## config.mk

```make
export PLATFORM = sky130hd
export DESIGN_NAME = crack_job_scheduler
export DESIGN_NICKNAME = d
export VERILOG_FILES = /design/src/rtl/crack_pkg.sv /design/src/rtl/rr_arbiter.sv /design/src/rtl/crack_job_scheduler.sv
export SDC_FILE = /design/constraint.sdc
export NUM_CORES = 1
export LEC_CHECK = 0
export CAP_MARGIN = 20
export CORE_MARGIN = 8
export CORE_UTILIZATION = 45
export DETAILED_ROUTE_END_ITERATION = 7
export GPL_ROUTABILITY_DRIVEN = 0
export HOLD_SLACK_MARGIN = 0.06
export PLACE_DENSITY = 0.76
export SYNTH_ARGS = -nofsm -noshare
export SYNTH_HDL_FRONTEND = slang
export SYNTH_HIERARCHICAL = 1
export SYNTH_SLANG_ARGS = --single-unit
```

## constraint.sdc

```tcl
create_clock -name clk -period 5.9 [get_ports clk]
set_clock_uncertainty 0.2 [all_clocks]
set_input_delay 1.475 -clock clk [delete_from_list [all_inputs] [get_ports clk]]
set_output_delay 1.475 -clock clk [all_outputs]
set_load 0.02 [all_outputs]
```

## src/rtl/crack_pkg.sv

```systemverilog
// Shared constants and types for the password-search job scheduler.
package crack_pkg;

  localparam int unsigned CHARSET_SIZE = 36;
  localparam int unsigned PWD_LEN      = 4;
  localparam int unsigned KEYSPACE     = CHARSET_SIZE ** PWD_LEN;
  localparam int unsigned IDX_W        = 21;
  localparam int unsigned LEN_W        = 13;

  typedef enum logic [1:0] {
    ST_IDLE     = 2'd0,
    ST_DISPATCH = 2'd1,
    ST_DRAIN    = 2'd2,
    ST_DONE     = 2'd3
  } state_e;

endpackage

```

## src/rtl/rr_arbiter.sv

```systemverilog
// Round-robin arbiter: combinational one-hot pick, pointer moves past the winner on accept.
module rr_arbiter #(
  parameter int unsigned N = 4
) (
  input  logic         clk,
  input  logic         rst,
  input  logic [N-1:0] req_i,
  input  logic         accept_i,
  output logic [N-1:0] grant_c_o,
  output logic         any_c_o
);

  localparam int unsigned PW = (N > 1) ? $clog2(N) : 1;

  logic [PW-1:0] ptr_q;
  logic [PW-1:0] ptr_d;
  logic [PW-1:0] win_c;
  logic [PW-1:0] idx_c;

  // Scan requests starting at the priority pointer; first hit wins.
  always_comb begin
    grant_c_o = '0;
    any_c_o   = 1'b0;
    win_c     = '0;
    idx_c     = '0;
    for (int unsigned k = 0; k < N; k++) begin
      idx_c = PW'((32'(ptr_q) + k) % N);
      if (!any_c_o && req_i[idx_c]) begin
        any_c_o          = 1'b1;
        grant_c_o[idx_c] = 1'b1;
        win_c            = idx_c;
      end
    end
    ptr_d = PW'((32'(win_c) + 32'd1) % N);
  end

  // Priority pointer advances only when the pick is actually issued.
  always_ff @(posedge clk) begin
    if (rst) begin
      ptr_q <= '0;
    end else if (accept_i && any_c_o) begin
      ptr_q <= ptr_d;
    end
  end

endmodule

```

## src/rtl/crack_job_scheduler.sv

```systemverilog
// Hands out fixed-size index ranges to brute-force engines and stops on the first hit.
// Optional build macro CRACK_PERF_CNT_EN adds cycle_cnt (busy-cycle counter).
module crack_job_scheduler
  import crack_pkg::IDX_W;
  import crack_pkg::LEN_W;
  import crack_pkg::state_e;
  import crack_pkg::ST_IDLE;
  import crack_pkg::ST_DISPATCH;
  import crack_pkg::ST_DRAIN;
  import crack_pkg::ST_DONE;
#(
  parameter int unsigned NUM_ENGINES = 4,
  parameter int unsigned CHUNK       = 4096,
  parameter int unsigned KEYSPACE    = crack_pkg::KEYSPACE
) (
  input  logic                           clk,
  input  logic                           rst,
  input  logic                           start,
  output logic                           busy,
  input  logic [NUM_ENGINES-1:0]         eng_req,
  output logic [NUM_ENGINES-1:0]         eng_grant,
  output logic [IDX_W-1:0]               job_base,
  output logic [LEN_W-1:0]               job_len,
  input  logic [NUM_ENGINES-1:0]         eng_hit,
  input  logic [NUM_ENGINES*IDX_W-1:0]   eng_hit_idx,
  output logic                           eng_abort,
  output logic                           done,
  output logic                           found,
  output logic [IDX_W-1:0]               found_idx
`ifdef CRACK_PERF_CNT_EN
  ,
  output logic [31:0]                    cycle_cnt
`endif
);

  localparam logic [IDX_W-1:0] KS    = IDX_W'(KEYSPACE);
  localparam logic [IDX_W-1:0] CHK_I = IDX_W'(CHUNK);
  localparam logic [LEN_W-1:0] CHK_L = LEN_W'(CHUNK);

  state_e                 state_q;
  logic [IDX_W-1:0]       next_base_q;
  logic [IDX_W-1:0]       next_base_d;
  logic [IDX_W-1:0]       remain_c;
  logic [LEN_W-1:0]       job_len_c;
  logic [IDX_W-1:0]       hit_idx_c;
  logic [NUM_ENGINES-1:0] req_avail_c;
  logic [NUM_ENGINES-1:0] arb_grant_c;
  logic                   arb_any_c;
  logic                   arb_accept_c;
  logic                   any_hit_c;

  // An engine granted last cycle may still show eng_req this cycle; ignore it.
  assign req_avail_c  = eng_req & ~eng_grant;
  assign any_hit_c    = |eng_hit;
  assign arb_accept_c = (state_q == ST_DISPATCH) && !any_hit_c;

  rr_arbiter #(.N(NUM_ENGINES)) u_arb (
    .clk       (clk),
    .rst       (rst),
    .req_i     (req_avail_c),
    .accept_i  (arb_accept_c),
    .grant_c_o (arb_grant_c),
    .any_c_o   (arb_any_c)
  );

  // Next job size: a full chunk, or whatever remains of the keyspace.
  always_comb begin
    remain_c    = KS - next_base_q;
    job_len_c   = (remain_c < CHK_I) ? LEN_W'(remain_c) : CHK_L;
    next_base_d = next_base_q + IDX_W'(job_len_c);
  end

  // Winning index comes from the lowest-numbered engine reporting a hit.
  always_comb begin
    hit_idx_c = '0;
    for (int i = int'(NUM_ENGINES) - 1; i >= 0; i--) begin
      if (eng_hit[i]) hit_idx_c = eng_hit_idx[i*IDX_W +: IDX_W];
    end
  end

  // Control FSM with all outputs registered.
  always_ff @(posedge clk) begin
    if (rst) begin
      state_q     <= ST_IDLE;
      next_base_q <= '0;
      busy        <= 1'b0;
      eng_grant   <= '0;
      job_base    <= '0;
      job_len     <= '0;
      eng_abort   <= 1'b0;
      done        <= 1'b0;
      found       <= 1'b0;
      found_idx   <= '0;
    end else begin
      eng_grant <= '0;
      eng_abort <= 1'b0;
      done      <= 1'b0;
      unique case (state_q)
        ST_IDLE, ST_DONE: begin
          if (start) begin
            state_q     <= ST_DISPATCH;
            busy        <= 1'b1;
            next_base_q <= '0;
            found       <= 1'b0;
            found_idx   <= '0;
          end
        end
        ST_DISPATCH, ST_DRAIN: begin
          if (any_hit_c) begin
            state_q   <= ST_DONE;
            busy      <= 1'b0;
            found     <= 1'b1;
            found_idx <= hit_idx_c;
            eng_abort <= 1'b1;
            done      <= 1'b1;
          end else if (state_q == ST_DISPATCH) begin
            if (arb_any_c) begin
              eng_grant   <= arb_grant_c;
              job_base    <= next_base_q;
              job_len     <= job_len_c;
              next_base_q <= next_base_d;
              if (next_base_d == KS) state_q <= ST_DRAIN;
            end
          end else if (&req_avail_c) begin
            state_q <= ST_DONE;
            busy    <= 1'b0;
            done    <= 1'b1;
          end
        end
      endcase
    end
  end

`ifdef CRACK_PERF_CNT_EN
  // Busy-cycle counter: cleared by a start that is accepted, frozen outside a search.
  always_ff @(posedge clk) begin
    if (rst) begin
      cycle_cnt <= '0;
    end else if (start && (state_q == ST_IDLE || state_q == ST_DONE)) begin
      cycle_cnt <= '0;
    end else if (busy) begin
      cycle_cnt <= cycle_cnt + 32'd1;
    end
  end
`endif

endmodule

```

# ---- Word level (Yosys, flattened, before mapping)
# Cells that the tools add are included.
dict set report classes {
  add_sub_neg 6
  reduce_logical 25
  order_cmp 9
  n_mux 59
  eq_ne 14
  bitwise_logic 9
}
# operator count
set ops {}
lappend ops {{21-bit 2-to-1 mux} 9}
lappend ops {{21-bit case mux with 2 select lines} 2}
lappend ops {{1-bit 2-to-1 mux} 22}
lappend ops {{21-bit by 13-bit adder with 21-bit output} 1}
lappend ops {{21-bit equality test (second input constant)} 1}
lappend ops {{21-bit by 13-bit < comparator with 1-bit output (second input constant)} 1}
lappend ops {{21-bit subtractor (first input constant)} 1}
lappend ops {{2-bit 2-to-1 mux} 10}
lappend ops {{4-bit 2-to-1 mux} 4}
lappend ops {{4-bit AND reduction} 4}
lappend ops {{13-bit 2-to-1 mux} 1}
lappend ops {{2-bit by 3-bit < comparator with 1-bit output (second input constant)} 4}
lappend ops {{4-bit bitwise OR} 3}
lappend ops {{1-bit logical AND} 9}
lappend ops {{1-bit binary-select mux with 2-bit select} 4}
lappend ops {{1-bit demux with 2-bit select} 4}
lappend ops {{2-bit by 1-bit greater-or-equal comparator with 1-bit output (second input constant)} 4}
lappend ops {{2-bit inequality test (second input constant)} 4}
lappend ops {{4-bit inequality test (second input constant)} 2}
lappend ops {{8-bit OR reduction} 1}
lappend ops {{3-bit inequality test (second input constant)} 2}
lappend ops {{2-bit OR reduction} 3}
lappend ops {{2-bit by 1-bit adder with 2-bit output (second input constant)} 2}
lappend ops {{2-bit adder (second input constant)} 2}
lappend ops {{other kinds (14)} 22}
dict set report word_totals {
  output_inout_bits 63
  in_bits 95
  wordCells 133
  ff_bits 88
}

# ---- Depth between registers and ports, before layout
dict set report depth {
  word_depth 18
  ltp_mapped 22
}

# ---- By module
# The synthesis kept the hierarchy.
# mod area_per_inst_um2 cells_per_inst n_inst seq_area_each_um2
set modules_own_cells {}
lappend modules_own_cells {crack_job_scheduler 5602.9 785 1 1721.7}
lappend modules_own_cells {rr_arbiter 470.5 50 1 40.0}

# ---- Worst setup path before layout
# No wires, ideal clock.
dict set report synth_timing {
  kind {register to register}
  from {register next_base_q[3]}
  to {register state_q[1]}
  stages_incl_launch_ff 22
  required_ns 5.640
  setup_slack_ns 0.500
  arrival_ns 5.140
  cell_sequence {dfxtp_1 buf_6 or4_4 o31a_2 a2111oi_4 o211ai_4 nor3_2 clkinv_1 nor2_1 ha_1 clkbuf_1 a211oi_1 o21bai_1 o31ai_1 nand2_1 or4_4 a21oi_2 nor2_2 or3_1 a2111oi_2 and4b_1 o221a_1}
}
dict set report synth_between {
  elab_chain_cells 7
}
# element line
set synth_lines {}
lappend synth_lines {{start, declared} crack_job_scheduler.sv:41} ;# logic [IDX_W-1:0] next_base_q;
lappend synth_lines {{start signal, assigned} crack_job_scheduler.sv:121} ;# next_base_q <= next_base_d;
lappend synth_lines {{21-bit subtractor (*)} crack_job_scheduler.sv:68} ;# remain_c = KS - next_base_q;
lappend synth_lines {{21-bit by 13-bit < comparator with 1-bit output} crack_job_scheduler.sv:69} ;# job_len_c = (remain_c < CHK_I) ? LEN_W'(remain_c) : CHK_L;
lappend synth_lines {{13-bit 2-to-1 mux (*)} crack_job_scheduler.sv:69}
lappend synth_lines {{net job_len_c[12]} crack_job_scheduler.sv:44} ;# logic [LEN_W-1:0] job_len_c;
lappend synth_lines {{21-bit by 13-bit adder with 21-bit output (*)} crack_job_scheduler.sv:70} ;# next_base_d = next_base_q + IDX_W'(job_len_c);
lappend synth_lines {{21-bit equality test (*)} crack_job_scheduler.sv:122} ;# if (next_base_d == KS) state_q <= ST_DRAIN;
lappend synth_lines {{4-bit inequality test (no line) (*)} --}
lappend synth_lines {{4-bit AND reduction (no line) (*)} --}
lappend synth_lines {{end signal, assigned} crack_job_scheduler.sv:84} ;# state_q <= ST_IDLE;
lappend synth_lines {{end signal, assigned} crack_job_scheduler.sv:122}
lappend synth_lines {{end signal, assigned} crack_job_scheduler.sv:125} ;# state_q <= ST_DONE;
lappend synth_lines {{end, declared} crack_job_scheduler.sv:40} ;# state_e state_q;
# The timed path passes the listed nets; every way through them passes the cells marked *.
# A chain may end at the register's enable or synchronous reset.

# ---- Worst setup path after layout
dict set report layout_timing {
  from {register next_base_q[9]}
  to {register state_q[1]}
}
dict set report layout_between {
  elab_chain_cells 7
}
# element line
set layout_lines {}
lappend layout_lines {{21-bit subtractor} crack_job_scheduler.sv:68}
lappend layout_lines {{21-bit by 13-bit < comparator with 1-bit output} crack_job_scheduler.sv:69}
lappend layout_lines {{13-bit 2-to-1 mux} crack_job_scheduler.sv:69}
lappend layout_lines {{net job_len_c[7]} crack_job_scheduler.sv:44}
lappend layout_lines {{21-bit by 13-bit adder with 21-bit output} crack_job_scheduler.sv:70}
lappend layout_lines {{21-bit equality test} crack_job_scheduler.sv:122}
lappend layout_lines {{4-bit inequality test (no line)} --}
lappend layout_lines {{4-bit AND reduction (no line)} --}
# The timed path passes the listed nets, and every way through them passes these cells.

==> results.ini <==
[yosys]
synth_edf_count=0
ys_seq_elements=88
synthCells=835
async_flop_share=0
synth_nets=949
synth_area_per_cell_um2=7.27
ys.flop_type=dfxtp_1
yosysSeqAreaShare=0.290
syn-cell-area_mm2=0.00607
synth_warnings=6
synth.distinct_cells=77

[clock_tree]
clock_latency_ns=0.35
postCtsSetupBuffers=0
cts_buffers=9
cts.htree.levels=3
cts_tree=built
numClockSinks=88
root_buffer=clkbuf_16
post_cts_resize_count=0
clkSlewWorstSetupHoldPaths_ns=0.07
clock_path_buffers=2
postCtsHoldBufs=0

[floorplan]
die_w_um=132
core-area_mm2=0.0132
boundaryPins=158
die_area_mm2=0.0175
row_count=42
start_util=0.460
die_h_um=132

[placed_design]
dp_hpwl_mm=15.6
io_buffers=157
placed_area_mm2=0.00778

[critical_path]
cp_data_arrival_time_ns=5.79
rrSetupSlack_ns=0.21
endpoint_kind=flop
rr_endpoint=state_q[1]
crit_start=next_base_q[9]
crit_path_end=state_q[1]
crit_fanout=13
start_kind=flop
worst-setup-path-type=flop to flop
required_ns=6.00
reg2reg_from=next_base_q[9]
reg2regPathDepth=18

[timing]
fin_crit_sh=0.965
fin_crit_ns=5.69
hold_viol=0
fmax_mhz=176
finalMaxSlewViolations=0
tightest_slew_ns=0.929
slew_headroom=0.376
finalSetupViolations=0

[drt]
route.detailed.drc=0
drt_iter0_drc=618
first_pass_iters=5
vias=6743
ant_nets=0
wire_per_inst_um=17.7
routed_via_density=5.90
drt-total-wl_mm=20.3

[grt]
grt_pass1_vias=6461
grt.total_usage=0.226
gr-total-overflow=0
antenna_found_initial=0
grt_pass1_wl_mm=33.0
grt_max_degree=46

[pwr]
p_leak_nw=2.97
ir_drop_uv=157
finalPower_w=0.00175
power_density_mw_per_mm2=215

[layout]
areaGrowthSynthToFinish_pct=34.0
layout-drive-gt1-share=0.0776
fin_area_mm2=0.00814
mostFrequentLayoutCells=clkdlybuf4s50_1, nand2_1, nor2_1
diodes=0
nNetsFinal=1075
final_common_cell=clkdlybuf4s50_1

[job]
maxCapViolations=0

[outcome]
run_status=finished clean

[min_path]
hp-class=flop to flop

-- cells by family (layout without fill, tap and decap cells) --
family | count (synthesis) | count (layout) | share of synthesized area
buffers and inverters | 84 | 215 | 0.0552
muxes | 9 | 9 | 0.0266
DFF | 88 | 88 | 0.290
xor gates and xnor gates | 19 | 19 | 0.0274
and+or+nand+nor | 335 | 335 | 0.260
AOI/OAI and AO/OA | 281 | 281 | 0.302
adders and majority gates | 19 | 19 | 0.0391
-- synthesized netlist by cell type (10+ instances only) --
master      n  share of area
clkbuf_1   59          0.036
and3_1     12          0.012
nor3_1     17          0.014
ha_1       19          0.039
nand3_1    19          0.016
a22oi_1    52          0.064
o21ai_0    55          0.045
xnor2_1    13          0.019
and2_1     10          0.010
dfxtp_1    88           0.29
nand2_1   119          0.074
inv_1      17          0.011
a21oi_1    97          0.080
nor2_1     98          0.061
-- stage by stage --
step	cells	setup slack, ns	hold slack [ns]	utilization	TNS, ns
5_1_grt	1142	-0.0159	0.276	0.617	-0.0159
4_1_cts	1142	0.122	0.254	0.613	0
6_report	1142	0.207	0.252	0.617	0
2_1_floorplan	835	0.500	0.253	-	0
3_3_place_gp	1126	0.366	0.239	0.590	0
3_5_place_dp	1126	0.156	0.247	0.590	0
-- power breakdown --
| group | internal (W) | switching [W] | leakage [nW] |
|---|---|---|---|
| Sequential | 0.000629 | 0.0000272 | 0.713 |
| Clock | 0.000341 | 0.000252 | 0.149 |
| Combinational | 0.000212 | 0.000284 | 2.11 |
-- flip-flops by register name, summed over array words and instances (netlist names) --
signal	cells
eng_grant	4
u_arb/ptr_q	2
found	1
done	1
state_q	2
busy	1
job_base	21
found_idx	21
eng_abort	1
job_len	13
next_base_q	21
-- routing by layer --
metal	vias up	global-route usage	part of all wire
met3	48	0.0743	0.098
li1	3279	-	-
met5	-	0	0
met2	341	0.378	0.47
met1	3075	0.264	0.40
met4	0	0.0845	0.031
-- worst min path at each step --
| stage | start | end | slack, ns | cells past startpoint |
|---|---|---|---|---|
| after detailed placement | job_base[12] | job_base[12] | 0.25 | 2 |
| after global placement | job_len[8] | job_len[8] | 0.24 | 2 |
| after CTS | job_len[8] | job_len[8] | 0.25 | 2 |
| after floorplan | state_q[0] | state_q[0] | 0.25 | 2 |
| after global routing | job_base[15] | job_base[15] | 0.28 | 2 |
| final | job_len[8] | job_len[8] | 0.25 | 2 |
-- cell type report --
type / count / area [um2]
multi-input combinational: 663 / 4040
tap: 176 / 220
clock inverter: 6 / 65.1
inverter: 18 / 67.6
fill: 1199 / 5050
clock buffer: 10 / 239
timing repair buffer: 181 / 1750
sequential: 88 / 1760
-- worst max-delay path, cell delays in order, from the launching register on --
cell and delay [ns]:
dfxtp_1 0.41, or4_1 0.61, a22o_1 0.23, or3_1 0.37
o2111ai_1 0.26, nor3_2 0.09, buf_4 0.21, and3_2 0.23
ha_1 0.45, nand3_1 0.14, o21bai_1 0.19, a31o_2 0.24
nor4_1 0.55, o211a_1 0.25, o22ai_1 0.08, nor4_1 0.44
o2111ai_1 0.17, and4b_1 0.33, o221a_1 0.19
(Power assumes the default switching activity.)
